[config.mk]
export PLATFORM = sky130hd
export DESIGN_NAME = tile_reveal_renderer
export DESIGN_NICKNAME = d
export VERILOG_FILES = /design/src/rtl/tile_reveal_pkg.sv /design/src/rtl/tile_index_map.sv /design/src/rtl/tile_reveal_renderer.sv
export SDC_FILE = /design/constraint.sdc
export NUM_CORES = 1
export LEC_CHECK = 0
export ABC_AREA = 1
export BUFFER_PORTS_ARGS = -buffer_cell sky130_fd_sc_hd__buf_2
export CAP_MARGIN = 0
export CORE_MARGIN = 4
export CORE_UTILIZATION = 35
export CTS_CLUSTER_SIZE = 16
export DETAILED_ROUTE_END_ITERATION = 8
export PLACE_DENSITY = 0.58
export SYNTH_ARGS = -nofsm -noshare
export SYNTH_HDL_FRONTEND = slang
export SYNTH_SLANG_ARGS = --single-unit
[constraint.sdc]
create_clock -name clk -period 1.8 [get_ports clk]
set_input_delay 0.54 -clock clk [delete_from_list [all_inputs] [get_ports clk]]
set_output_delay 0.54 -clock clk [all_outputs]
set_load 0.1 [all_outputs]
[src/rtl/tile_reveal_pkg.sv]
`default_nettype none
// ============================================================================
// Module   : tile_reveal_pkg
// Brief    : Shared types, frame constants and reveal-order table builder.
// Revision : 1.0
// ============================================================================
package tile_reveal_pkg;

    typedef enum logic {
        IDLE = 1'b0,
        WIPE = 1'b1
    } state_t;

    localparam int COLOR_W = 12;
    localparam int VGA_W   = 640;
    localparam int VGA_H   = 480;

    // Reveal rank of tile (col,row): 0 raster, 1 serpentine, 2 clockwise spiral.
    function automatic int tile_order(input int col, input int row,
                                      input int cols, input int rows,
                                      input int order);
        int top;
        int bot;
        int lft;
        int rgt;
        int k;
        int res;
        bit found;
        res   = 0;
        found = 1'b0;
        if (order == 0) begin
            res = row * cols + col;
        end else if (order == 1) begin
            res = (row % 2 == 0) ? (row * cols + col) : (row * cols + (cols - 1 - col));
        end else begin
            top = 0;
            bot = rows - 1;
            lft = 0;
            rgt = cols - 1;
            k   = 0;
            while (top <= bot && lft <= rgt) begin
                for (int c = lft; c <= rgt; c++) begin
                    if (!found && row == top && col == c) begin
                        res   = k;
                        found = 1'b1;
                    end
                    k++;
                end
                top++;
                for (int r = top; r <= bot; r++) begin
                    if (!found && row == r && col == rgt) begin
                        res   = k;
                        found = 1'b1;
                    end
                    k++;
                end
                rgt--;
                if (top <= bot) begin
                    for (int c = rgt; c >= lft; c--) begin
                        if (!found && row == bot && col == c) begin
                            res   = k;
                            found = 1'b1;
                        end
                        k++;
                    end
                    bot--;
                end
                if (lft <= rgt) begin
                    for (int r = bot; r >= top; r--) begin
                        if (!found && row == r && col == lft) begin
                            res   = k;
                            found = 1'b1;
                        end
                        k++;
                    end
                    lft++;
                end
            end
        end
        return res;
    endfunction

endpackage
`default_nettype wire

[src/rtl/tile_index_map.sv]
`default_nettype none
// ============================================================================
// Module   : tile_index_map
// Brief    : Maps a pixel coordinate to its tile column, in-tile x offset
//            and reveal rank.
// Revision : 1.0
// ============================================================================
module tile_index_map
    import tile_reveal_pkg::*;
#(
    parameter int COLS  = 4,
    parameter int ROWS  = 3,
    parameter int ORDER = 2,
    localparam int N     = COLS * ROWS,
    localparam int ORD_W = $clog2(N + 1)
) (
    input  logic [9:0]       x,
    input  logic [8:0]       y,
    output logic [9:0]       tile_col,
    output logic [9:0]       tile_x_offset,
    output logic [ORD_W-1:0] ord
);

    localparam int TILE_W = VGA_W / COLS;
    localparam int TILE_H = VGA_H / ROWS;
    localparam int IDX_W  = (N > 1) ? $clog2(N) : 1;

    logic [ORD_W-1:0] order_table [N];

    for (genvar i = 0; i < N; i++) begin : g_table
        assign order_table[i] = ORD_W'(tile_order(i % COLS, i / COLS, COLS, ROWS, ORDER));
    end

    logic [8:0]       tile_row;
    logic             in_grid;
    logic [IDX_W-1:0] idx;

    // Off-grid coordinates (blanking region) get rank N, which is never visible.
    always_comb begin
        tile_col      = x / 10'(TILE_W);
        tile_row      = y / 9'(TILE_H);
        tile_x_offset = x - tile_col * 10'(TILE_W);
        in_grid       = (tile_col < 10'(COLS)) && (tile_row < 9'(ROWS));
        idx           = in_grid ? IDX_W'(32'(tile_row) * COLS + 32'(tile_col)) : '0;
        ord           = in_grid ? order_table[idx] : ORD_W'(N);
    end

endmodule
`default_nettype wire

[src/rtl/tile_reveal_renderer.sv]
`default_nettype none
// ============================================================================
// Module   : tile_reveal_renderer
// Brief    : Reveals background tiles as the score rises, with a per-frame
//            left-to-right wipe and a latency-matched pixel pipeline.
// Revision : 1.0
// ============================================================================
module tile_reveal_renderer
    import tile_reveal_pkg::*;
#(
    parameter int          COLS         = 4,
    parameter int          ROWS         = 3,
    parameter int          ORDER        = 2,
    parameter int          WIPE_FRAMES  = 8,
    parameter int          MEM_LATENCY  = 2,
    parameter logic [11:0] HIDDEN_COLOR = 12'h000,
    localparam int N     = COLS * ROWS,
    localparam int CNT_W = $clog2(N + 1)
) (
    input  logic             clk,
    input  logic             reset,
    input  logic [31:0]      score,
    input  logic [9:0]       x,
    input  logic [8:0]       y,
    input  logic             active,
    input  logic             screenEnd,
    input  logic [11:0]      pix_color,
    output logic [3:0]       VGA_R,
    output logic [3:0]       VGA_G,
    output logic [3:0]       VGA_B,
    output logic [CNT_W-1:0] shown_count,
    output logic             busy
);

    localparam int TILE_W = VGA_W / COLS;
    localparam int STEP   = TILE_W / WIPE_FRAMES;
    localparam int WC_W   = (WIPE_FRAMES > 1) ? $clog2(WIPE_FRAMES) : 1;

    state_t               state;
    state_t               state_next;
    logic [CNT_W-1:0]     shown;
    logic [CNT_W-1:0]     shown_next;
    logic [CNT_W-1:0]     target;
    logic [WC_W-1:0]      wipe_cnt;
    logic [WC_W-1:0]      cnt_next;
    logic [9:0]           wipe_col;
    logic [9:0]           col_next;
    logic [9:0]           tile_col;
    logic [9:0]           tile_x_offset;
    logic [CNT_W-1:0]     ord;
    logic                 visible;
    logic [MEM_LATENCY-1:0] vis_pipe;
    logic [MEM_LATENCY-1:0] act_pipe;
    logic [COLOR_W-1:0]   rgb;

    tile_index_map #(
        .COLS  (COLS),
        .ROWS  (ROWS),
        .ORDER (ORDER)
    ) u_map (
        .x             (x),
        .y             (y),
        .tile_col      (tile_col),
        .tile_x_offset (tile_x_offset),
        .ord           (ord)
    );

    assign target = (score > 32'(N)) ? CNT_W'(N) : score[CNT_W-1:0];

    always_ff @(posedge clk or posedge reset) begin
        if (reset) begin
            state    <= IDLE;
            shown    <= '0;
            wipe_cnt <= '0;
            wipe_col <= '0;
        end else begin
            state    <= state_next;
            shown    <= shown_next;
            wipe_cnt <= cnt_next;
            wipe_col <= col_next;
        end
    end

    // Reveal state only moves at the frame boundary, so a frame never tears.
    always_comb begin
        state_next = state;
        shown_next = shown;
        cnt_next   = wipe_cnt;
        col_next   = wipe_col;
        if (screenEnd) begin
            if (target <= shown) begin
                state_next = IDLE;
                shown_next = target;
                cnt_next   = '0;
                col_next   = '0;
            end else if (state == IDLE) begin
                state_next = WIPE;
                cnt_next   = '0;
                col_next   = 10'(STEP);
            end else if (wipe_cnt == WC_W'(WIPE_FRAMES - 1)) begin
                state_next = IDLE;
                shown_next = shown + CNT_W'(1);
                cnt_next   = '0;
                col_next   = '0;
            end else begin
                cnt_next   = wipe_cnt + WC_W'(1);
                col_next   = wipe_col + 10'(STEP);
            end
        end
    end

    always_comb begin
        visible = 1'b0;
        if (tile_col < 10'(COLS)) begin
            if (ord < shown) begin
                visible = 1'b1;
            end else if (state == WIPE && ord == shown && tile_x_offset < wipe_col) begin
                visible = 1'b1;
            end
        end
    end

    // Delay visibility and active by the palette latency, then register colour.
    always_ff @(posedge clk or posedge reset) begin
        if (reset) begin
            vis_pipe <= '0;
            act_pipe <= '0;
            rgb      <= '0;
        end else begin
            vis_pipe <= (vis_pipe << 1) | MEM_LATENCY'(visible);
            act_pipe <= (act_pipe << 1) | MEM_LATENCY'(active);
            if (!act_pipe[MEM_LATENCY-1]) begin
                rgb <= '0;
            end else if (vis_pipe[MEM_LATENCY-1]) begin
                rgb <= pix_color;
            end else begin
                rgb <= HIDDEN_COLOR;
            end
        end
    end

    assign VGA_R       = rgb[11:8];
    assign VGA_G       = rgb[7:4];
    assign VGA_B       = rgb[3:0];
    assign shown_count = shown;
    assign busy        = (state == WIPE);

endmodule
`default_nettype wire

# Word-level counts from Yosys, hierarchy flattened
# Memory sizes are Yosys's and may differ from the RTL's.
# Cells that the tools add are included.
# op_classes
order_cmp	7
n_eq_ne	2
n_div	2
mul	1
muxes	22
n_reduce_logical	6
addsub	5
n_bitwise	3
# ops
operator	count
greater-than comparator 32 x 4 -> 1 bit (second input constant)	1
two-way mux 4 bit	8
two-way mux 10 bit	3
two-way mux 12 bit	2
adder 10 x 5 -> 10 bit (second input constant)	1
divider 10 x 8 -> 10 bit (second input constant)	1
< comparator 10 bit	1
< comparator 10 x 3 -> 1 bit (second input constant)	1
multiplier 10 x 3 -> 5 bit (second input constant)	1
subtractor 10 bit	1
divider 9 x 8 -> 9 bit (second input constant)	1
< comparator 9 x 2 -> 1 bit (second input constant)	1
two-way mux 3 bit	3
two-way mux 1 bit	6
greater-or-equal comparator 5 bit (second input constant)	1
NOT 4 -> 5 bit	1
adder 4 x 1 -> 4 bit (second input constant)	1
adder 4 bit	1
== test 4 bit	1
<= comparator 4 bit	1
< comparator 4 bit	1
bitwise OR 2 x 1 -> 2 bit	2
nonzero test 2 bit	2
adder 3 x 1 -> 3 bit (second input constant)	1
3 further kinds	5
# word_totals
word_cells	56
memories	1
mem_bits_ro	64
regBits	34
input_bits	67
# mem_list
memory	depth	word_bits	rd	rd_clocked_by_memory_dff	write_ports	line	text
(no name shown)	16	4	1	0	0	tile_index_map.sv:45	ord = in_grid ? order_table[idx] : ORD_W'(N);

# Depth between registers and ports, before layout
# logic_depth
depth_word	16
mapped_depth	21
mapped_depth_nobuf	21

# Modules after synthesis
# From an unflattened synthesis, not the netlist that was laid out.
# hier_totals
cells_unflattened	350
area_unflattened_um2	2600.0
# modules_own_cells
mod	seq_area_each_um2	area_per_inst_um2	n_inst	cells_each
tile_reveal_renderer	800.8	1968.1	1	247
tile_index_map	0.0	631.9	1	103

# Worst setup path after synthesis
# No wires, ideal clock.
# synth_path
path_kind	input to register
startpoint	in x[8]
endpoint	reg vis_pipe[0]
arrival_ns	3.016
setup_slack_ns	-1.346
stages	20
path_cell_list	nor2_2 nand2_2 nand4_1 nand3_1 nand2_1 nand2_2 ha_1 ha_1 inv_1 ha_1 a21oi_1 o21ai_0 xnor2_1 xnor2_1 ha_1 nand2_1 nor2_1 nand4_1 nand4_1 a21oi_1
# synth_via
elab_chain_cells	16
# synth_lines
item	line	text
from (decl)	tile_reveal_renderer.sv:23	input logic [9:0] x,
branches (longest 14 deep; another with divider 10 x 8 -> 10 bit)	--	
two-way mux 1 bit *	tile_reveal_renderer.sv:114	if (tile_col < 10'(COLS)) begin
named net visible	tile_reveal_renderer.sv:51	logic visible;
bitwise OR 2 x 1 -> 2 bit *	tile_reveal_renderer.sv:130	vis_pipe <= (vis_pipe << 1) | MEM_LATENCY'(visible);
to (signal assigned)	tile_reveal_renderer.sv:130	
to (decl)	tile_reveal_renderer.sv:52	logic [MEM_LATENCY-1:0] vis_pipe;
# Mark *: on every way through the listed nets, which the timed path passes. The select of a mux whose other input is x is not followed.
# A chain may end at the register's enable or synchronous reset.

# Worst setup path in the final report
# Same ends and word-level chain as after synthesis.

==> flow_metrics.tcl <==
set metrics [dict create \
    synthCells 315 \
    fp.dieW_um 90.9 \
    drt-vias-per-instance 4.63 \
    rsz0062_at_grt "true" \
    worstPathArrival_ns 3.30 \
    fin_nets 538 \
    peakVddDrop_mv 1.13 \
    crit_path_cell_trace "buf_8, nor2_4, nand2_4, nand4_1, nand3_1, nand2_2, nand2_4, ha_4, ha_4, inv_2, ha_4, nand2_4, o21ai_4, xnor2_2, xnor2_1, ha_1, a21oi_2, o21a_1, nand4_1, a21oi_1" \
    numPlacedInstances 500 \
    fp.dieH_um 90.9 \
    worst_pin_slew_ns 0.490 \
    instances_no_fill 517 \
    relSlewSlack_pct 67.6 \
    place.gp.congestion 0.746 \
    setup.worst_path.end_class "flip-flop" \
    antenna_found_initial 0 \
    fin_skew_ns 0.00329 \
    ys.flop_type "dfrtp_1" \
    critPathLaunchType "input port" \
    routed_wirelength_um 6140 \
    violations "negative setup slack" \
    max_stage_delay_ns 0.33 \
    cts_tree "yes" \
    gr-total-overflow 0 \
    finalSetupViolCount 17 \
    synth_common_cells "56 x nand2_1, 52 x inv_1, 48 x nor2_1, 32 x dfrtp_1, 31 x ha_1" \
    startpoint "x[8]" \
    status "complete, but fails checks" \
    hold_slack_ns 0.342 \
    pin_count 84 \
    vias 2395 \
    grt_use_met3_pct 3.17 \
    yosysWarnings 0 \
    r2r_cells 11 \
    synth_nets 414 \
    area_growth_syn_to_layout_pct 55.0 \
    initial_core_util_pct 37.0 \
    synth_area_leaders "dfrtp_1 33%, ha_1 16%, nand2_1 8.7%" \
    cp.depth 20 \
    initialDrtViolationCount 74 \
    synth_edf_count 0 \
    post-synth-top-area-cell "dfrtp_1" \
    coreArea_mm2 0.00649 \
    rr_startpoint "shown_count[1]" \
    grt_usage_pct 14.6 \
    critical_path.max_fanout 5 \
    htreeDepth 2 \
    slowest_stage "ha_1" \
    row_count 29 \
    placed_area_mm2 0.00326 \
    fin_area_mm2 0.00373 \
    path_clk_slew_ns 0.07 \
    grt_first_pass_wirelength_um 10200 \
    syn_area_mm2 0.00240 \
    port-buffer-count 76 \
    async_flop_share_pct 100 \
    fin_setup_tns_ns -6.31 \
    drc 0 \
    cts-root-buf "clkbuf_8" \
    wire_per_inst_um 11.9 \
    ys_seq_elements 32 \
    drtPass1Iterations 4 \
    numCtsBuffers 5 \
    ys_seq_area_share_pct 33.3 \
    synth_top_area_share_pct 33.3 \
    final_antenna_net_count 0 \
    clock_path_buffers 2 \
    synth.most_common_cell "nand2_1" \
    busiest_layer "met2" \
    power_mw 4.84 \
    clk_latency_ns 0.27 \
    hold_violations 0 \
    drv_slew 0 \
    avgSynthCellArea_um2 7.63 \
    drive_above_1_share_pct 44.8 \
    num_antenna_cells 0 \
    period_needed_ns 3.09 \
    finalWorstSetupSlack_ns -1.29 \
    max_clock_freq_mhz 323 \
    finalCritPeriodShare_pct 172 \
    grt_max_degree 33 \
    required_ns 2.00 \
    crit_family "adder cells" \
    grt_util_met2_pct 26.1 \
    grt_pass1_vias 2322 \
    use_met1_pct 18.7 \
    maxCapViolations 0 \
    power-per-cell-area_mw_per_mm2 1300 \
    die_area_mm2 0.00826 \
    synth_cell_types 33 \
    critPathKind "input port to flip-flop" \
    clock_sinks 32 \
    hold_class "input port to asynchronous set/reset pin" \
    dp.final_hpwl_um 4530 \
    p_leak_nw 1.96 \
    worst-path-buf-inv 2 \
]
## layout by cell type (no fill, tap or decap), types with 6 or more instances in the layout
master	synthesis	final
buf_2	1	64
a21oi_1	19	11
nand3_1	14	10
o21ai_0	11	6
buf_4	0	40
nand2_1	56	49
xor2_1	6	6
ha_1	31	26
buf_6	0	12
nor2_4	1	11
nand2_4	2	6
a21oi_2	3	10
nor2_1	48	35
dfrtp_1	32	29
nand2_2	6	8
inv_1	52	50
## registers in the layout, summed over array words and instances (netlist names)
| name | flops |
|---|---|
| rgb | 12 |
| wipe_col | 8 |
| vis_pipe | 2 |
| busy | 1 |
| wipe_cnt | 3 |
| act_pipe | 2 |
| shown_count | 4 |
## kinds of logic after synthesis
group / synth area share (%)
compound gates: 9.63
xor+xnor: 4.32
fa+ha+maj: 17.0
buf+inv: 8.95
flops: 33.3
simple gates: 26.8
## tightest hold or removal path, delay by kind of cell
kind,cells,cell delay [ns]
buf+inv,3,0.49
## timing repair
action	4_1_cts	5_1_grt
hold buffers	0	0
resized for setup	34	34
pin swaps	31	36
gates cloned	1	0
setup buffers	6	2
endpoints found under the setup margin	17	17
## through the flow
step                      utilization (%)  setup WS (ns)
after floorplan                         -          -1.20
after global placement               50.2          -1.41
after detailed placement             50.2          -1.51
after CTS                            54.8          -1.14
after global routing                 57.4          -1.44
final                                57.4          -1.29
## final cells by class
class	count	area [µm²]
inverter	55	214
sequential	32	805
tap	77	96.3
timing repair buffer	118	791
fill	587	2770
clock inverter	2	35.0
multi-input combinational	227	1720
clock buffer	6	72.6
## layer usage
| layer | up-vias | share of wire, % | wire length [µm] |
|---|---|---|---|
| met5 | - | 0 | 0 |
| met4 | 0 | 0.54 | 33 |
| met3 | 4 | 4.2 | 257 |
| met2 | 58 | 52 | 3180 |
| met1 | 1083 | 43 | 2670 |
| li1 | 1250 | - | - |
## where the power goes
group          switching [mW]  internal [mW]  total, mW
logic                    2.00           1.10       3.11
clock network           0.263          0.411      0.674
registers               0.147          0.918       1.06
## path summary, 6_finish.rpt
check,to,slack [ns]
setup reg to reg,shown_count[2],0.14
hold / removal,wipe_col[8],0.34
hold reg to reg,act_pipe[1],0.35
setup / recovery,vis_pipe[0],-1.29
min in group clk,act_pipe[1],0.35
max in group asynchronous,shown_count[3],1.14
Note: power is estimated with default switching activity, not from simulation.
